$ cat src/rtl/subleq_pkg.sv
// -----------------------------------------------------------------------------
// subleq_pkg
//   Shared types and helpers for the SUBLEQ sequencer.
//   - State encoding constants and the state_t enum that uses them.
//   - halt_addr(): the all-ones address that stops the sequencer.
//   No ports (package).
// -----------------------------------------------------------------------------
package subleq_pkg;

   localparam logic [2:0] ST_IDLE    = 3'd0;
   localparam logic [2:0] ST_FETCH_A = 3'd1;
   localparam logic [2:0] ST_FETCH_B = 3'd2;
   localparam logic [2:0] ST_FETCH_C = 3'd3;
   localparam logic [2:0] ST_LOAD_A  = 3'd4;
   localparam logic [2:0] ST_LOAD_B  = 3'd5;
   localparam logic [2:0] ST_WRITE_B = 3'd6;
   localparam logic [2:0] ST_HALT    = 3'd7;

   typedef enum logic [2:0] {
      IDLE    = ST_IDLE,
      FETCH_A = ST_FETCH_A,
      FETCH_B = ST_FETCH_B,
      FETCH_C = ST_FETCH_C,
      LOAD_A  = ST_LOAD_A,
      LOAD_B  = ST_LOAD_B,
      WRITE_B = ST_WRITE_B,
      HALT    = ST_HALT
   } state_t;

   // All-ones value in the low addr_w bits (addr_w up to 32).
   function automatic logic [31:0] halt_addr(input int unsigned addr_w);
      if (addr_w >= 32) begin
         return '1;
      end
      return (32'd1 << addr_w) - 32'd1;
   endfunction

endpackage

$ cat src/rtl/subleq_mem_port.sv
// -----------------------------------------------------------------------------
// subleq_mem_port
//   Registered request side of the shared memory port. While i_start is high
//   and no request is outstanding, one request is launched on the next edge
//   with we/addr/wdata frozen until the slave acks. The request drops on the
//   ack edge, which leaves exactly one idle cycle before the next launch.
// Ports
//   clkIn, rst         clock, synchronous active-high reset
//   i_start            FSM is in an access state
//   i_we/i_addr/i_wdata access to launch
//   o_done             ack accepted this cycle (comb: req & ack)
//   o_rdata            read data for the FSM to capture on o_done
//   o_mem_*            memory request outputs
//   i_mem_rdata/i_mem_ack memory response inputs
// -----------------------------------------------------------------------------
module subleq_mem_port
   import subleq_pkg::*;
#(
   parameter int DATA_W = 16,
   parameter int ADDR_W = 16
)(
   input  logic              clkIn,
   input  logic              rst,
   input  logic              i_start,
   input  logic              i_we,
   input  logic [ADDR_W-1:0] i_addr,
   input  logic [DATA_W-1:0] i_wdata,
   output logic              o_done,
   output logic [DATA_W-1:0] o_rdata,
   output logic              o_mem_req,
   output logic              o_mem_we,
   output logic [ADDR_W-1:0] o_mem_addr,
   output logic [DATA_W-1:0] o_mem_wdata,
   input  logic [DATA_W-1:0] i_mem_rdata,
   input  logic              i_mem_ack
);

   logic              r_req;
   logic              r_we;
   logic [ADDR_W-1:0] r_addr;
   logic [DATA_W-1:0] r_wdata;

   always_ff @(posedge clkIn) begin
      if (rst) begin
         r_req   <= 1'b0;
         r_we    <= 1'b0;
         r_addr  <= '0;
         r_wdata <= '0;
      end else if (r_req) begin
         // Ack closes the access; ack while idle is never looked at.
         if (i_mem_ack) begin
            r_req <= 1'b0;
         end
      end else if (i_start) begin
         r_req   <= 1'b1;
         r_we    <= i_we;
         r_addr  <= i_addr;
         r_wdata <= i_wdata;
      end
   end

   assign o_done      = r_req & i_mem_ack;
   assign o_rdata     = i_mem_rdata;
   assign o_mem_req   = r_req;
   assign o_mem_we    = r_we;
   assign o_mem_addr  = r_addr;
   assign o_mem_wdata = r_wdata;

endmodule

$ cat src/rtl/subleq_sequencer.sv
// -----------------------------------------------------------------------------
// subleq_sequencer
//   Single-clock SUBLEQ sequencer: mem[b] -= mem[a]; if result <= 0 jump to c.
//   Six memory accesses per instruction through one req/ack port
//   (subleq_mem_port). Reaching the all-ones address halts until reset.
// Ports
//   clkIn, rst      clock, synchronous active-high reset
//   run             start / continue; sampled in IDLE and at instruction end
//   mem_req/we/addr/wdata  memory request, stable until ack
//   mem_rdata/mem_ack      memory response
//   pc              current/next instruction address
//   halted          sequencer is in HALT
//   instr_count     (only with SUBLEQ_INSTR_COUNT_EN) completed instructions
// Build option
//   SUBLEQ_INSTR_COUNT_EN : adds the 32-bit instruction counter port.
// -----------------------------------------------------------------------------
module subleq_sequencer
   import subleq_pkg::*;
#(
   parameter int                DATA_W   = 16,
   parameter int                ADDR_W   = 16,
   parameter logic [ADDR_W-1:0] RESET_PC = '0
)(
   input  logic              clkIn,
   input  logic              rst,
   input  logic              run,
   output logic              mem_req,
   output logic              mem_we,
   output logic [ADDR_W-1:0] mem_addr,
   output logic [DATA_W-1:0] mem_wdata,
   input  logic [DATA_W-1:0] mem_rdata,
   input  logic              mem_ack,
   output logic [ADDR_W-1:0] pc,
   output logic              halted
`ifdef SUBLEQ_INSTR_COUNT_EN
   ,
   output logic [31:0]       instr_count
`endif
);

   localparam logic [ADDR_W-1:0] HALT_ADDR = ADDR_W'(halt_addr(ADDR_W));

   state_t                   r_state;
   state_t                   w_next_state;
   logic [ADDR_W-1:0]        r_pc;
   logic [ADDR_W-1:0]        r_a;
   logic [ADDR_W-1:0]        r_b;
   logic [ADDR_W-1:0]        r_c;
   logic signed [DATA_W-1:0] r_opa;
   logic signed [DATA_W-1:0] r_opb;
   logic signed [DATA_W-1:0] w_res;
   logic                     w_leq;
   logic [ADDR_W-1:0]        w_next_pc;
   logic                     w_done;
   logic [DATA_W-1:0]        w_rdata;
   logic                     w_access;
   logic                     w_we;
   logic [ADDR_W-1:0]        w_addr;
   logic [DATA_W-1:0]        w_wdata;

   function automatic logic is_leq(input logic signed [DATA_W-1:0] v);
      return v[DATA_W-1] | (v == '0);
   endfunction

   // Operand words are addresses in their low ADDR_W bits.
   function automatic logic [ADDR_W-1:0] to_addr(input logic [DATA_W-1:0] w);
      return ADDR_W'(w);
   endfunction

   assign w_res     = r_opb - r_opa;
   assign w_leq     = is_leq(w_res);
   assign w_next_pc = w_leq ? r_c : (r_pc + ADDR_W'(3));

   // State register
   always_ff @(posedge clkIn) begin
      if (rst) begin
         r_state <= IDLE;
      end else begin
         r_state <= w_next_state;
      end
   end

   // Next-state logic: access states advance only on an accepted ack
   always_comb begin
      w_next_state = r_state;
      case (r_state)
         IDLE:    if (run)    w_next_state = FETCH_A;
         FETCH_A: if (w_done) w_next_state = FETCH_B;
         FETCH_B: if (w_done) w_next_state = FETCH_C;
         FETCH_C: if (w_done) w_next_state = LOAD_A;
         LOAD_A:  if (w_done) w_next_state = LOAD_B;
         LOAD_B:  if (w_done) w_next_state = WRITE_B;
         WRITE_B: begin
            if (w_done) begin
               if (w_next_pc == HALT_ADDR) begin
                  w_next_state = HALT;
               end else if (run) begin
                  w_next_state = FETCH_A;
               end else begin
                  w_next_state = IDLE;
               end
            end
         end
         HALT:    w_next_state = HALT;
         default: w_next_state = IDLE;
      endcase
   end

   // Output logic: which access the current state wants
   always_comb begin
      w_access = 1'b0;
      w_we     = 1'b0;
      w_addr   = '0;
      w_wdata  = w_res;
      halted   = (r_state == HALT);
      case (r_state)
         FETCH_A: begin w_access = 1'b1; w_addr = r_pc;                 end
         FETCH_B: begin w_access = 1'b1; w_addr = r_pc + ADDR_W'(1);    end
         FETCH_C: begin w_access = 1'b1; w_addr = r_pc + ADDR_W'(2);    end
         LOAD_A:  begin w_access = 1'b1; w_addr = r_a;                  end
         LOAD_B:  begin w_access = 1'b1; w_addr = r_b;                  end
         WRITE_B: begin w_access = 1'b1; w_addr = r_b; w_we = 1'b1;     end
         default: ;
      endcase
   end

   // Datapath registers, loaded on the ack edge of their access
   always_ff @(posedge clkIn) begin
      if (rst) begin
         r_pc  <= RESET_PC;
         r_a   <= '0;
         r_b   <= '0;
         r_c   <= '0;
         r_opa <= '0;
         r_opb <= '0;
      end else if (w_done) begin
         case (r_state)
            FETCH_A: r_a   <= to_addr(w_rdata);
            FETCH_B: r_b   <= to_addr(w_rdata);
            FETCH_C: r_c   <= to_addr(w_rdata);
            LOAD_A:  r_opa <= w_rdata;
            LOAD_B:  r_opb <= w_rdata;
            WRITE_B: r_pc  <= w_next_pc;
            default: ;
         endcase
      end
   end

`ifdef SUBLEQ_INSTR_COUNT_EN
   logic [31:0] r_instr_count;

   // Counts every completed write-back, including the one that halts.
   always_ff @(posedge clkIn) begin
      if (rst) begin
         r_instr_count <= '0;
      end else if (w_done && (r_state == WRITE_B)) begin
         r_instr_count <= r_instr_count + 32'd1;
      end
   end

   assign instr_count = r_instr_count;
`endif

   assign pc = r_pc;

   subleq_mem_port #(
      .DATA_W (DATA_W),
      .ADDR_W (ADDR_W)
   ) u_mem_port (
      .clkIn       (clkIn),
      .rst         (rst),
      .i_start     (w_access),
      .i_we        (w_we),
      .i_addr      (w_addr),
      .i_wdata     (w_wdata),
      .o_done      (w_done),
      .o_rdata     (w_rdata),
      .o_mem_req   (mem_req),
      .o_mem_we    (mem_we),
      .o_mem_addr  (mem_addr),
      .o_mem_wdata (mem_wdata),
      .i_mem_rdata (mem_rdata),
      .i_mem_ack   (mem_ack)
   );

endmodule

$ cat config.mk
export PLATFORM = sky130hd
export DESIGN_NAME = subleq_sequencer
export DESIGN_NICKNAME = d
export VERILOG_FILES = /design/src/rtl/subleq_pkg.sv /design/src/rtl/subleq_mem_port.sv /design/src/rtl/subleq_sequencer.sv
export SDC_FILE = /design/constraint.sdc
export NUM_CORES = 1
export LEC_CHECK = 0
export CAP_MARGIN = 20
export CORE_MARGIN = 2
export CORE_UTILIZATION = 28
export CTS_BUF_LIST = sky130_fd_sc_hd__clkbuf_8
export CTS_CLUSTER_SIZE = 10
export DETAILED_ROUTE_END_ITERATION = 12
export SLEW_MARGIN = 20
export SYNTH_ARGS = -nofsm -noshare
export SYNTH_HDL_FRONTEND = slang
export SYNTH_SLANG_ARGS = --single-unit
$ cat constraint.sdc
create_clock -name clkIn -period 4.5 [get_ports clkIn]
set_input_delay 0.9 -clock clkIn [delete_from_list [all_inputs] [get_ports clkIn]]
set_output_delay 0.9 -clock clkIn [all_outputs]
set_load 0.05 [all_outputs]
After elaboration in Yosys (flattened, before gate mapping)
Index checks and enable logic that the tools add are counted.
Widths: inputs -> output; s select.
Cells by class
  add/sub/neg operators: 4
  eq/ne operators: 15
  mux-type cells: 17
  bitwise operators: 3
  reduce and logical (&&, ||, !) cells: 12
Operators by type and width (number)
  $pmux 16 s5: 1
  $add 16x2->16 const B: 2
  $mux 3: 8
  $pmux 3 s8: 1
  $add 16x1->16 const B: 1
  $eq 16x16->1 const B: 1
  $logic_not 16->1: 1
  $mux 16: 1
  $sub 16x16->16: 1
  $reduce_and 2->1: 7
  $eq 3x3->1 const B: 4
  $ne 2x1->1 const B: 6
  $reduce_and 7->1: 1
  $eq 3x2->1 const B: 2
  $mux 1: 6
  $reduce_or 6->1: 1
  $eq 3x1->1 const B: 1
  $logic_not 3->1: 1
  $ne 2x2->1 const B: 1
  $reduce_or 2->1: 1
  $and 1x1->1: 1
  $not 1->1: 1
  $or 1x1->1: 1
Storage, ports and cells
  register bits: 133
  word-level logic and storage cells: 62

Logic depth before layout (Yosys ltp)
Gate-level depths: netlist of the first run.
  depth after elaboration: 8
  gate-level depth with buffers: 15
  mapped depth without buffers: 12

Cells and area by module
From an unflattened synthesis of the first run, not the netlist that was laid out.
Unflattened totals
  cell total of the unflattened synthesis: 1034
  area, all modules: 7865.0 um^2
By module, submodules not included
  subleq_sequencer: times used 1, cells each 865, area each 6160.9 um^2, sequential area each 1981.9 um^2
  subleq_mem_port: times used 1, cells each 169, area each 1704.1 um^2, sequential area each 680.7 um^2

Worst setup path after synthesis of the first run
OpenSTA, ideal clock, no wires.
  path type: reg2reg
  from: register r_opb[0]
  to: register r_pc[12] (netlist: pc[12])
  data arrival time: 3185 ps
  required time: 4413 ps
  path slack: 1228 ps
  stages on the path, launching flop included: 16
  path buffers: 3
  clock period less this slack: 3272 ps
  cells stage by stage: dfxtp_1 > inv_1 > ha_1 > fa_1 > nor2b_4 > o2111ai_2 > a31oi_1 > a31oi_1 > xnor2_1 > or4_1 > buf_2 > o21a_1 > buf_6 > buf_12 > mux2i_1 > a221oi_2
On the way
  word-level cells in the longest chain between the ends: 4
Ends and longest elaborated chain
  start, declared: line subleq_sequencer.sv:50  | logic signed [DATA_W-1:0] r_opb;
  start signal, assigned: line subleq_sequencer.sv:142  | LOAD_B: r_opb <= w_rdata;
  $sub 16x16->16 (*): line subleq_sequencer.sv:70  | assign w_res = r_opb - r_opa;
  $logic_not 16->1: line subleq_sequencer.sv:62  | return v[DATA_W-1] | (v == '0);
  $or 1x1->1 (*): line subleq_sequencer.sv:62
  $mux 16 (*): line subleq_sequencer.sv:72  | assign w_next_pc = w_leq ? r_c : (r_pc + ADDR_W'(3));
  end signal, assigned: line subleq_sequencer.sv:143  | WRITE_B: r_pc <= w_next_pc;
  end, declared: line subleq_sequencer.sv:45  | logic [ADDR_W-1:0] r_pc;
Mark *: on every way between the ends. The rest lies on a longest branch, timed or not.
A chain may end at the register's enable or synchronous reset.

Worst setup path in the final report of the first run
  from: register r_opa[4]
  to: register r_pc[6] (netlist: pc[6])
On the way
  word-level cells in the longest chain between the ends: 4
Ends and longest elaborated chain
  start, declared: line subleq_sequencer.sv:49  | logic signed [DATA_W-1:0] r_opa;
  start signal, assigned: line subleq_sequencer.sv:141  | LOAD_A: r_opa <= w_rdata;
  $sub 16x16->16 (*): line subleq_sequencer.sv:70
  $logic_not 16->1: line subleq_sequencer.sv:62
  $or 1x1->1 (*): line subleq_sequencer.sv:62
  $mux 16 (*): line subleq_sequencer.sv:72
Marked as above.

==> impl.org, run 1 <==
** Outcome
- Status :: finished, final reports clean

** Route
- First-pass iteration count of the detailed router :: 5
- Total wire length after detailed routing :: between 20000 and 25000 um
- In this run, the number of DRC markers left after iteration 0 of detailed routing was 596.
- The detailed router placed 6906 vias in this run.
- Via count normalized by instance count :: roughly 5.1
- Number of antenna-violating nets in the routed design :: 0
- In the final routed layout, each cell accounts on average for 16.46 um.
- Number of DRC violations after detailed routing :: 0

** Cells and area
- In the final design database the tool counted 1041 nets.
- The multi-input combinational cells in the finished layout cover a total of just over 4000 um^2.
- Once layout is done, the placed cells without fillers occupy between 8000 and 9000 um^2.
- The post-route netlist has under 10% of its cells at a drive strength greater than 1.
- Sequential cell area in the final layout :: 2663 um^2
- The filler cells instantiated in the layout total 2698.
- Measured on the finished design, the core utilization comes to 33.60%.
- Area growth from synthesis to layout :: 18.18%
- Antenna Diode Count :: 0

** GRT
- Total routing usage reported by global routing :: around 17%
- The total overflow left after global routing is 0.
- Maximum number of pins on one net before global-route repair :: 80
- The number of global-route vias before repair came to 6368.
- The first global-routing pass estimated approximately 36000 um of wire.
- The initial antenna violation count was 0.

** Worst setup path
- WP data arrival :: 4.23 ns
- The worst setup path is captured at a flip-flop.
- By startpoint and endpoint, the worst setup path is classified as flip-flop to flip-flop.
- Across all register-to-register paths, the minimum setup slack is 0.63 ns.
- Worst-path maximum fanout :: 17
- STA classifies the critical path startpoint as a flip-flop.
- CP required :: 4.86 ns

** STA
- For the pin with the worst max-slew slack, the measured transition is 0.9442 ns.
- RSZ-0062 raised after global routing :: false
- Between clock sinks in the finished design, the worst skew comes to 0.01121 ns.
- The number of pins with negative max-slew slack in the final report was 0.
- Final Critical Period :: 3.867 ns
- Count of endpoints failing setup in the final report :: 0
- Final number of hold-violating endpoints :: 0
- Slew margin rel. :: 37.06%
- The final critical path takes up around 86% of the cycle.
- The tightest hold path in the finished design has a slack of 0.4558 ns.
- Setup slack on the critical path of the routed design comes to 0.6335 ns.
- Final sum of negative setup slack :: 0 ns
- Static timing analysis puts the maximum clock frequency at 0.2586 GHz.

** Placed design
- Prior to clock tree synthesis, the placed netlist has a worst setup slack of about 0.71 ns.
- After detailed placement, the total cell area comes to ~8100 um^2.
- Summed over all nets, the half-perimeter wirelength after detailed placement is ~16000 um.
- Final RePlAce weighted congestion :: 0.8800
- In this run the tool buffered the top-level ports with 70 buffer cells.

** Clock network
- TritonCTS built the clock tree.
- After clock tree synthesis, the flow added hold-fix buffers numbering 0.
- CTS HTree Levels :: 4
- The clock passes through at most 2 buffers.
- Buffers inserted during clock tree synthesis total 17.
- Number of clock sinks seen by CTS :: 133
- Clock slew seen by the registers of the worst setup and hold paths :: 0.09 ns
- CTS-repair resized insts :: 0
- Clock latency on the worst-skew pair, taken at its later pin, is 0.46 ns.
- After clock tree synthesis, the setup repair step added 0 buffers.
- Root Buffer :: sky130_fd_sc_hd__clkbuf_8

** Floorplan
- Width of the die :: 163.7 um
- Measured along the y axis, the die boundary spans 163.7 um.
- Core box area :: about 25000 um^2
- The initial utilization of the core area, before any placement, comes to between 20 and 30%.
- In this run the count of I/O pins placed on the die edge is 71.
- The floorplan step defined a die boundary enclosing 26790 um^2.
- Row count :: 58

** Synth
- Syn nets :: approximately 1000
- Summing every instance area after synthesis gives 7138 um^2.
- Dominant synthesized flop cell :: sky130_fd_sc_hd__dfxtp_1
- A synthesized cell averages 7.397 um^2.
- The synthesized design contains 0 enable-type register cells.
- During synthesis, Yosys emitted a total of 0 warnings.
- In this run, synthesis produced a sequential element count of 133.
- Share of synthesized flip-flops with an asynchronous set or reset :: 0%
- Sequential elements use 37.30% of the synthesized area.
- The netlist uses 66 different library cells.
- Post-synthesis instance total :: roughly 970

** Power
- Worst VDD drop :: 0.1814 mV
- Leakage Power :: roughly 2.7 nW
- For this design the ratio of total power to cell area is 285.3 nW/um^2.

** Flow run
- The tool flagged a number of max-cap violations equal to 0.

** Hold path
- In this run the worst hold path is classified as flip-flop to flip-flop.
metrics by stage:
step,cells,power (mW)
2_1_floorplan,965,1.380
3_3_place_gp,1312,1.482
3_5_place_dp,1312,1.482
4_1_cts,1344,2.429
5_1_grt,1344,2.501
6_report,1344,2.407
flip-flops by register name, indices dropped and copies added, names as in the netlist, 16 cells and up:
signal,cells
r_b,16
u_mem_port.o_mem_wdata,16
r_opa,16
u_mem_port.o_mem_addr,16
r_opb,16
r_c,16
r_a,16
pc,16
critical path: stages, from the launching register on:
cell and delay [ns]:
sky130_fd_sc_hd__dfxtp_1 0.34, sky130_fd_sc_hd__inv_1 0.05, sky130_fd_sc_hd__ha_1 0.39, sky130_fd_sc_hd__a21o_1 0.26
sky130_fd_sc_hd__a31o_2 0.25, sky130_fd_sc_hd__o21ai_0 0.34, sky130_fd_sc_hd__a21oi_1 0.15, sky130_fd_sc_hd__o21a_1 0.23
sky130_fd_sc_hd__o21ai_0 0.53, sky130_fd_sc_hd__o21a_1 0.75, sky130_fd_sc_hd__mux2i_1 0.17, sky130_fd_sc_hd__a221oi_1 0.32
path summary, 6_finish.rpt:
kind                            depth (start not counted)                  startpoint                         end
worst min-delay path                                    2  u_mem_port.o_mem_wdata[13]  u_mem_port.o_mem_wdata[13]
worst max-delay path                                   11                    r_opa[4]                       pc[6]
worst max register to register                         11                    r_opa[4]                       pc[6]
worst min register to register                          2  u_mem_port.o_mem_wdata[13]  u_mem_port.o_mem_wdata[13]
report_power, final:
group	total [mW]	switching (mW)	internal, mW
Combinational	0.246	0.174	0.0727
Sequential	1.21	0.0152	1.19
Clock	0.953	0.516	0.437
Total	2.41	0.705	1.70
cell families (layout without fill, tap and decap cells):
kind of cell | count (synthesis) | after routing | share of synthesized area, %
buffers and inverters | 97 | 146 | 5.574
DFF | 133 | 133 | 37.30
muxes | 15 | 15 | 2.121
adders and majority gates | 20 | 20 | 3.611
xor gates and xnor gates | 11 | 11 | 1.350
and+or+nand+nor | 431 | 431 | 27.31
AOI/OAI and AO/OA | 258 | 258 | 22.73
layout make-up:
cell class                 instances  area share [%]
timing repair buffer              82           9.344
clock buffer                      17           2.774
clock inverter                    15           1.543
multi-input combinational        735           48.46
sequential                       133           31.56
inverter                          32           1.424
tap                              330           4.895
per-layer routing:
metal,part of all wire (%),track usage [%]
met4,1.9,5.383
met5,0,0
met1,47,23.37
met3,6.3,4.088
met2,45,26.09
Yosys cell counts (all sizes together), types with 2 or more instances:
cell / number / area, um^2
mux2i: 14 / 140.1
inv: 32 / 120.1
a2111oi: 5 / 43.79
o2111ai: 3 / 32.53
nand3b: 4 / 30.03
a31oi: 10 / 62.56
and2: 5 / 31.28
nor3b: 5 / 37.54
nor2b: 8 / 57.55
a311oi: 2 / 17.52
and3: 5 / 31.28
nor3: 34 / 170.2
a211o: 2 / 17.52
or3: 7 / 43.79
nand3: 25 / 130.1
a22oi: 4 / 30.03
or4: 4 / 30.03
nor4: 9 / 62.56
clkbuf: 56 / 210.2
ha: 19 / 237.7
a21boi: 3 / 22.52
nand4bb: 2 / 22.52
a211oi: 18 / 135.1
nand2: 214 / 803.3
a21oi: 124 / 635.6
o21ai: 28 / 143.9
or2: 4 / 25.02
a21o: 8 / 60.06
xor2: 3 / 26.28
nand2b: 11 / 68.82
o211ai: 10 / 75.07
xnor2: 8 / 70.07
o21bai: 3 / 22.52
o21a: 5 / 37.54
dfxtp: 133 / 2663
nor2: 79 / 296.5
a221oi: 12 / 123.9
buf: 9 / 67.56
o22ai: 13 / 81.33
nand4: 11 / 68.82
placed cells by master, fill, tap and decap left out, types with 9 or more instances in the layout:
cell and instances:
sky130_fd_sc_hd__nand2_1 214, sky130_fd_sc_hd__dfxtp_1 133, sky130_fd_sc_hd__a21oi_1 122, sky130_fd_sc_hd__nor2_1 79
sky130_fd_sc_hd__clkdlybuf4s50_1 69, sky130_fd_sc_hd__inv_1 33, sky130_fd_sc_hd__nor3_1 32, sky130_fd_sc_hd__o21ai_0 25
sky130_fd_sc_hd__nand3_1 24, sky130_fd_sc_hd__ha_1 19, sky130_fd_sc_hd__a211oi_1 18, sky130_fd_sc_hd__clkbuf_8 17
sky130_fd_sc_hd__mux2i_1 14, sky130_fd_sc_hd__o22ai_1 13, sky130_fd_sc_hd__buf_4 13, sky130_fd_sc_hd__nand2b_1 11
sky130_fd_sc_hd__nand4_1 11, sky130_fd_sc_hd__a31oi_1 10, sky130_fd_sc_hd__o211ai_1 10, sky130_fd_sc_hd__a221oi_1 9
Note: power is estimated with default switching activity, not from simulation.
==> run 2, diff against run 1 <==
==> constraint.sdc (replaced) <==
create_clock -name clkIn -period 3.5 [get_ports clkIn]
set_input_delay 0.7 -clock clkIn [delete_from_list [all_inputs] [get_ports clkIn]]
set_output_delay 0.7 -clock clkIn [all_outputs]
set_load 0.05 [all_outputs]
==> run 2 against run 1 <==
Against the previous run: flip-flop and latch count stayed put; die area unchanged; non-clock buffer count up 25; total power rose by 32%; design area grew 3.3%; hold slack got worse by 0.0010 ns; critical path type unchanged; first-iteration DRC count is 1.3% lower; sequential share of layout area down 1.0 points; global-route usage up 0.17 points; combinational power increased by 36%; register-to-register slack worse by 0.43 ns; largest cell class unchanged.
==> impl.org, run 2 (same netlist as run 1, synthesis figures left out) <==
** STA
- Final number of hold-violating endpoints :: 0 (unchanged)
- Slew margin rel. :: 37.09% (about the same)
- The time the worst path needs with I/O delays and setup is 3.292 ns (-0.5744 ns).
- The maximum achievable frequency came to 0.3038 GHz (+17%).
- Number of max-slew violations in the final report :: 0 (unchanged)
- Transition time of the tightest slew-check pin :: 0.9437 ns (-0.0004938 ns)
- Layout Skew :: 0.01098 ns (-0.0002281 ns)
- The final clock period utilization by the worst path was 94.06% (+8.1 points).
- The total setup violations reported at the end of the flow was 0 (unchanged).
- Worst setup slack after layout :: 0.2078 ns (-0.4256 ns)

** Cells and area
- The core occupancy in the finished layout came to 34.71% (+1.1 points).
- Nets :: 1066 (+2.4%)
- The non-filler instance count after layout was 1368 (+1.8%).
- In the layout the commonest cells are sky130_fd_sc_hd__nand2_1 (214), sky130_fd_sc_hd__dfxtp_1 (133), sky130_fd_sc_hd__a21oi_1 (122).
- Fraction of final layout cells with drive strength greater than 1 :: 9.056% (+2.7 points)
- Antenna Diode Count :: 0 (unchanged)
- Most frequent standard cell in the layout excluding fill and tap cells :: sky130_fd_sc_hd__nand2_1
- The area growth from synthesis to layout is 22.09%.
- Post-route standard cell area excluding fillers :: 8715 um^2 (+3.3%)

** Clock network
- The number of clock buffers inserted by TritonCTS is 17 (unchanged).
- TritonCTS built the clock tree.
- The tree is rooted in a sky130_fd_sc_hd__clkbuf_8.
- Number of hold-repair buffers added at the cts stage :: 0 (unchanged)
- Buffer levels on the longest clock path :: 2 (unchanged)
- CTS HTree Levels :: 4 (unchanged)
- Number of clock sinks seen by CTS :: 133 (unchanged)
- The clock latency on the worst-skew pair was 0.47 ns (about the same).
- Postcts setup bufs :: 0 (unchanged)
- The clock transition at the registers of the reported paths was 0.07 ns (-0.02 ns).

** GRT
- The met2 capacity usage during global routing came to 25.84% (-0.25 points).
- Aggregate global routing overflow :: 0 (unchanged)
- The global-route usage over all layers was 17.15% (+0.17 points).
- Most Crowded Layer GR :: met2
- Routing usage on met1 :: 23.14% (-0.23 points)
- Global-route wire length before repair :: 35450 um (-0.58%)
- The global-route track usage on met3 is 4.825% (+0.74 points).
- Antenna violations before repair :: 0 (unchanged)
- Maximum number of pins on one net before global-route repair :: 82 (+2.5%)
- The number of global-route vias before repair was 6388 (+0.31%).

** Hold path
- Origin of the worst min-delay path :: r_opa[14]
- Cell depth of the worst min-delay path :: 2 (unchanged)
- Hold crit path type :: flip-flop to flip-flop
- The worst hold path terminates at r_opa[14].

** Route
- First-pass iteration count of the detailed router :: 5 (unchanged)
- Number of DRC violations after detailed routing :: 0 (unchanged)
- The wire length per cell is 16.59 um (+0.76%).
- Number of antenna-violating nets in the routed design :: 0 (unchanged)
- The routed via count divided by cell count was 5.173 (+0.68%).
- The via count of the routed design came to 7077 (+2.5%).
- Iteration-0 DRC count of the detailed router :: 588 (-1.3%)
- Total wire length after detailed routing :: 22690 um (+2.6%)

** Floorplan
- Core box area :: 25110 um^2 (unchanged)
- Full die area :: 26790 um^2 (unchanged)
- Row count :: 58 (unchanged)
- The initial cell density of the core is 28.43% (unchanged).
- The die extent in y came to 163.7 um (unchanged).
- Number of top-level pins :: 71 (unchanged)
- The overall die width was 163.7 um (unchanged).

** Power
- The power per cell area was 364.1 nW/um^2 (+28%).
- The peak ir drop on the vdd network is 0.2399 mV (+32%).
- Leakage Power :: 2.866 nW (+6.0%)

** Flow run
- Max-cap violations :: 0 (unchanged)

** Worst setup path
- Worst-path maximum fanout :: 17 (unchanged)
- The setup slack on the worst flop-to-flop path is 0.21 ns (-0.43 ns).
- R2r worst-path depth :: 12 (+1)
- The worst setup path is launched from a flip-flop.
- In this run the critical register-to-register path is launched from r_opa[1].
- The worst setup path is of the flip-flop to flip-flop kind.
- The data required time of the worst path was 3.87 ns (-0.99 ns).
- Reg2reg end :: pc[5]
- CP Capture Type :: flip-flop
- The arrival time at the worst endpoint is 3.66 ns (-0.57 ns).

** Placed design
- Number of port buffers :: 70 (unchanged)
- The cell count after placement is 1337 (+1.9%).
- HPWL Detailed :: 16560 um (+3.0%)
- The worst setup timing slack at the placement stage came to 0.009790 ns (-0.7000 ns).
- Placed cell areas :: 8297 um^2 (+2.8%)
- Final RePlAce weighted congestion :: 0.9322 (+5.9%)

** Outcome
- Status :: finished, final reports clean
==> run 2: cell count changes in the layout (fill, tap and decap cells not counted), sizes merged <==
cell,before,now
inv,37,34
clkinvlp,5,3
bufinv,1,2
clkbuf,17,20
buf,13,38
==> run 2: layer usage <==
| layer | up-vias | share of wire [%] |
|---|---|---|
| met3 | 40 | 7.0 |
| met1 | 3286 | 46 |
| met4 | 0 | 2.7 |
| met5 | - | 0 |
| met2 | 239 | 45 |
| li1 | 3512 | - |
==> run 2: per-stage QoR <==
step	hold WS [ns]	total power [mW]	setup TNS, ns
3_3_place_gp	0.4419	1.915	0
4_1_cts	0.4578	3.199	0
3_5_place_dp	0.4475	1.914	0
2_1_floorplan	0.4357	1.774	0
5_1_grt	0.4686	3.297	-0.009107
6_report	0.4548	3.173	0
==> run 2: worst max-delay path, cell delays in order (launching register included) <==
cell,delay (ns)
sky130_fd_sc_hd__dfxtp_1,0.38
sky130_fd_sc_hd__inv_1,0.06
sky130_fd_sc_hd__ha_1,0.29
sky130_fd_sc_hd__nor2b_1,0.16
sky130_fd_sc_hd__o21a_1,0.18
sky130_fd_sc_hd__or3_1,0.34
sky130_fd_sc_hd__a221oi_2,0.26
sky130_fd_sc_hd__nand4bb_1,0.14
sky130_fd_sc_hd__or4_4,0.56
sky130_fd_sc_hd__o21a_1,0.24
sky130_fd_sc_hd__buf_12,0.16
sky130_fd_sc_hd__mux2i_1,0.12
sky130_fd_sc_hd__a221oi_1,0.29
==> run 2: worst max-delay path by stage <==
stage	start	end	slack [ns]	cells after the start
after global routing	r_opb[0]	pc[4]	-0.006	13
after global placement	r_opb[0]	pc[6]	0.09	13
final	r_opa[1]	pc[5]	0.21	12
after floorplan	r_opb[0]	pc[12]	0.23	15
after detailed placement	r_opb[0]	pc[5]	0.01	13
after CTS	r_opb[0]	pc[5]	0.09	13
==> run 2: cell type report <==
cell class,count,area (um^2)
sequential,133,2663
clock buffer,20,275.3
inverter,32,120.1
tap,330,412.9
timing repair buffer,107,1013
fill,2699,16390
clock inverter,11,110.1
multi-input combinational,735,4120
==> run 2: report_power, final <==
group	internal [mW]	switching (mW)	total, mW
Clock	0.674	0.619	1.29
Sequential	1.53	0.0121	1.55
Combinational	0.101	0.233	0.334
==> run 2: timing repair <==
action	CTS	global route
setup endpoints to repair	1	18
gates resized for setup	1	7
pin swaps	0	2
==> run 3, diff against run 2 <==
--- a/config.mk
+++ b/config.mk
@@ -6,11 +6,13 @@
 export NUM_CORES = 1
 export LEC_CHECK = 0
 export CAP_MARGIN = 20
+export CORE_ASPECT_RATIO = 0.8
 export CORE_MARGIN = 2
 export CORE_UTILIZATION = 28
 export CTS_BUF_LIST = sky130_fd_sc_hd__clkbuf_8
 export CTS_CLUSTER_SIZE = 10
 export DETAILED_ROUTE_END_ITERATION = 12
+export RECOVER_POWER = 25
 export SLEW_MARGIN = 20
 export SYNTH_ARGS = -nofsm -noshare
 export SYNTH_HDL_FRONTEND = slang
==> constraint.sdc (replaced) <==
create_clock -name clkIn -period 3.8 [get_ports clkIn]
set_input_delay 0.76 -clock clkIn [delete_from_list [all_inputs] [get_ports clkIn]]
set_output_delay 0.76 -clock clkIn [all_outputs]
set_load 0.05 [all_outputs]
==> run 3 against run 2 <==
Against the previous run: sequential share of layout area rose by 0.42 points; first-iteration DRC count rose by 29%; flip-flop and latch count did not move; fmax fell by 7.2%; global-route usage rose by 0.22 points; total power fell by 2.1%; non-clock buffer count fell by 15; combinational power fell by 9.6%; clock skew rose by 0.0014 ns; die area barely moved; count of clock-buffer cells in the layout fell by 3; largest power group unchanged; highest routed layer unchanged.
==> impl.org, run 3 (same netlist as run 1, synthesis figures left out) <==
** Clock network
- Buffer levels on the longest clock path :: 2 (unchanged)
- The number of sinks driven by the clock tree came to 133 (unchanged).
- Clock tree synthesis selected as its root buffer the cell sky130_fd_sc_hd__clkbuf_8.
- Clock buffer count from CTS :: 17 (unchanged)
- TritonCTS built the clock tree.
- Clock latency at the later pin of the worst-skew pair :: 0.46 ns (about the same)
- The total of hold buffers inserted after clock tree synthesis is 0 (unchanged).
- The clock transition at the registers of the reported paths came to 0.09 ns (+0.02 ns).
- Postcts setup bufs :: 0 (unchanged)
- The H-tree depth is 4 (unchanged).
- The post-cts resize count is 0 (-1).

** GRT
- Antenna violations before repair :: 0 (unchanged)
- The total overflow reported by the global router is 0 (unchanged).
- Maximum number of pins on one net before global-route repair :: 104 (+27%)
- The global-route usage over all layers is 17.37% (+0.22 points).
- The global-route wire length before repair is 36290 um (+2.4%).
- The number of global-route vias before repair is 6429 (+0.64%).

** Worst setup path
- The arrival time at the worst endpoint is 3.91 ns (+0.25 ns).
- Kind of start point of the critical path :: flip-flop
- By instance count, the cell type seen most on the critical path is sky130_fd_sc_hd__buf_4.
- Highest cell delay on the worst timing path :: 0.58 ns (+0.02 ns)
- STA classifies the critical path endpoint as a flip-flop.
- The data required time of the worst path is 4.17 ns (+0.30 ns).
- The setup slack on the worst flop-to-flop path is 0.25 ns (+0.05 ns).
- Cell chain of the critical path :: inv_1 -> ha_1 -> fa_1 -> nor2b_4 -> o2111ai_2 -> a31oi_2 -> a31oi_1 -> xnor2_1 -> or4_1 -> buf_4 -> o21ai_2 -> buf_4 -> o21ai_0 -> a221oi_1
- The slowest stage of the critical path belongs to the cell sky130_fd_sc_hd__or4_1.
- Critical path class :: flip-flop to flip-flop
- Worst-path maximum fanout :: 14 (-3)
- The number of buffer and inverter stages on the critical path was 3 (+1).
- Grouping stages by cell kind, the critical path spends the most delay in compound AO/OA/AOI/OAI gates.

** Route
- Number of antenna-violating nets in the routed design :: 0 (unchanged)
- Iteration-0 DRC count of the detailed router :: 761 (+29%)
- Count of vias placed by the detailed router :: 7065 (-0.17%)
- Detailed-route wire length per cell :: 17.24 um (+3.9%)
- First-pass iteration count of the detailed router :: 5 (unchanged)
- The DRC violations left is 0 (unchanged).
- The total length of routed wires is 23250 um (+2.4%).
- The routed via count divided by cell count came to 5.241 (+1.3%).

** STA
- The final sum of negative setup slack is 0 ns (unchanged).
- The actual transition at the worst max-transition pin came to 1.173 ns (+0.2293 ns).
- Highest clock rate :: 0.2820 GHz (-7.2%)
- Final Critical Period :: 3.547 ns (+0.2546 ns)
- Slew margin rel. :: 21.80% (-15 points)
- Layout Skew :: 0.01239 ns (+0.001413 ns)
- The total setup violations reported at the end of the flow is 0 (unchanged).
- RSZ-0062 raised after global routing :: false
- The number of pins with negative max-slew slack in the final report came to 0 (unchanged).
- The count of final hold-check violations was 0 (unchanged).
- Post-route clock period utilization :: 93.33% (-0.73 points)

** Cells and area
- The area growth from synthesis to layout is 20.44%.
- Most frequent standard cell in the layout excluding fill and tap cells :: sky130_fd_sc_hd__nand2_1
- The top cell types in the final layout, fill and taps aside, are sky130_fd_sc_hd__nand2_1 (214), sky130_fd_sc_hd__dfxtp_1 (133), sky130_fd_sc_hd__a21oi_1 (122).
- The total inserted antenna cells came to 0 (unchanged).
- The number of nets in the final layout came to 1051 (-1.4%).
- The filler cell count in the final layout was 2618 (-3.0%).
- The layout cell share with drive strength beyond 1 was 7.227% (-1.8 points).
- Final design utilization :: 34.14% (-0.56 points)

** Placed design
- Final RePlAce weighted congestion :: 0.9188 (-1.4%)
- HPWL Detailed :: 16620 um (+0.37%)
- Number of port buffers :: 70 (unchanged)

** Floorplan
- Full die area :: 26790 um^2 (about the same)
- Width of the die :: 182.5 um (+12%)
- The initial cell density of the core is 28.35% (-0.079 points).
- The top-level port count was 71 (unchanged).
- The placeable core region came to 25180 um^2 (+0.28%).
- The floorplan row count came to 52 (-10%).
- The die extent in y was 146.8 um (-10%).

** Hold path
- Hold crit path type :: flip-flop to flip-flop

** Power
- Leakage Power :: 2.794 nW (-2.5%)
- The power per cell area is 361.4 nW/um^2 (-0.75%).
- The peak ir drop on the vdd network came to 0.1992 mV (-17%).

** Flow run
- Max-cap violations :: 0 (unchanged)

** Outcome
- The flow ran to the end, and the final reports show no timing, DRC or antenna violations.
-- run 3: cell type report --
class                      count  area [um^2]  area share, %
inverter                      32        120.1          1.397
timing repair buffer          92        863.3          10.04
multi-input combinational    735         4094          47.62
clock inverter                15        217.7          2.532
sequential                   133         2663          30.97
clock buffer                  17        234.0          2.722
tap                          324        405.4          4.715
-- run 3: power breakdown --
group | switching, mW | internal, mW
Clock | 0.647 | 0.733
Sequential | 0.0126 | 1.41
Combinational | 0.214 | 0.0884
Total | 0.873 | 2.23
-- run 3: path summary, 6_finish.rpt --
kind / from / endpoint / cells past startpoint
worst min register to register: r_opa[14] / r_opa[14] / 2
worst max register to register: r_opb[0] / pc[3] / 14
worst max-delay path: r_opb[0] / pc[3] / 14
worst min-delay path: r_opa[14] / r_opa[14] / 2
-- run 3: metal layers --
layer | GRT usage (%) | vias up | part of all wire (%)
li1 | - | 3493 | -
met4 | 5.282 | 0 | 1.7
met2 | 24.94 | 242 | 42
met1 | 25.32 | 3302 | 49
met3 | 4.437 | 28 | 7.1
met5 | 0 | - | 0
-- run 3: worst register-to-register path: stages, from the launching register on --
cell and delay (ns):
sky130_fd_sc_hd__dfxtp_1 0.33, sky130_fd_sc_hd__inv_1 0.05, sky130_fd_sc_hd__ha_1 0.20, sky130_fd_sc_hd__fa_1 0.45, sky130_fd_sc_hd__nor2b_4 0.15, sky130_fd_sc_hd__o2111ai_2 0.18, sky130_fd_sc_hd__a31oi_2 0.27, sky130_fd_sc_hd__a31oi_1 0.13
sky130_fd_sc_hd__xnor2_1 0.17, sky130_fd_sc_hd__or4_1 0.58, sky130_fd_sc_hd__buf_4 0.19, sky130_fd_sc_hd__o21ai_2 0.13, sky130_fd_sc_hd__buf_4 0.22, sky130_fd_sc_hd__o21ai_0 0.11, sky130_fd_sc_hd__a221oi_1 0.30
-- run 3: through the flow --
stage | power [mW] | worst slack (ns) | cell area [um^2] | hold slack, ns | std cells
6_report | 3.107 | 0.2533 | 8597 | 0.4566 | 1348
5_1_grt | 3.205 | 0.03159 | 8597 | 0.4763 | 1348
4_1_cts | 3.134 | 0.2285 | 8591 | 0.4579 | 1348
3_5_place_dp | 1.758 | 0.2540 | 8139 | 0.4465 | 1316
3_3_place_gp | 1.757 | 0.3199 | 8139 | 0.4421 | 1316
2_1_floorplan | 1.634 | 0.5284 | 7138 | 0.4357 | 965
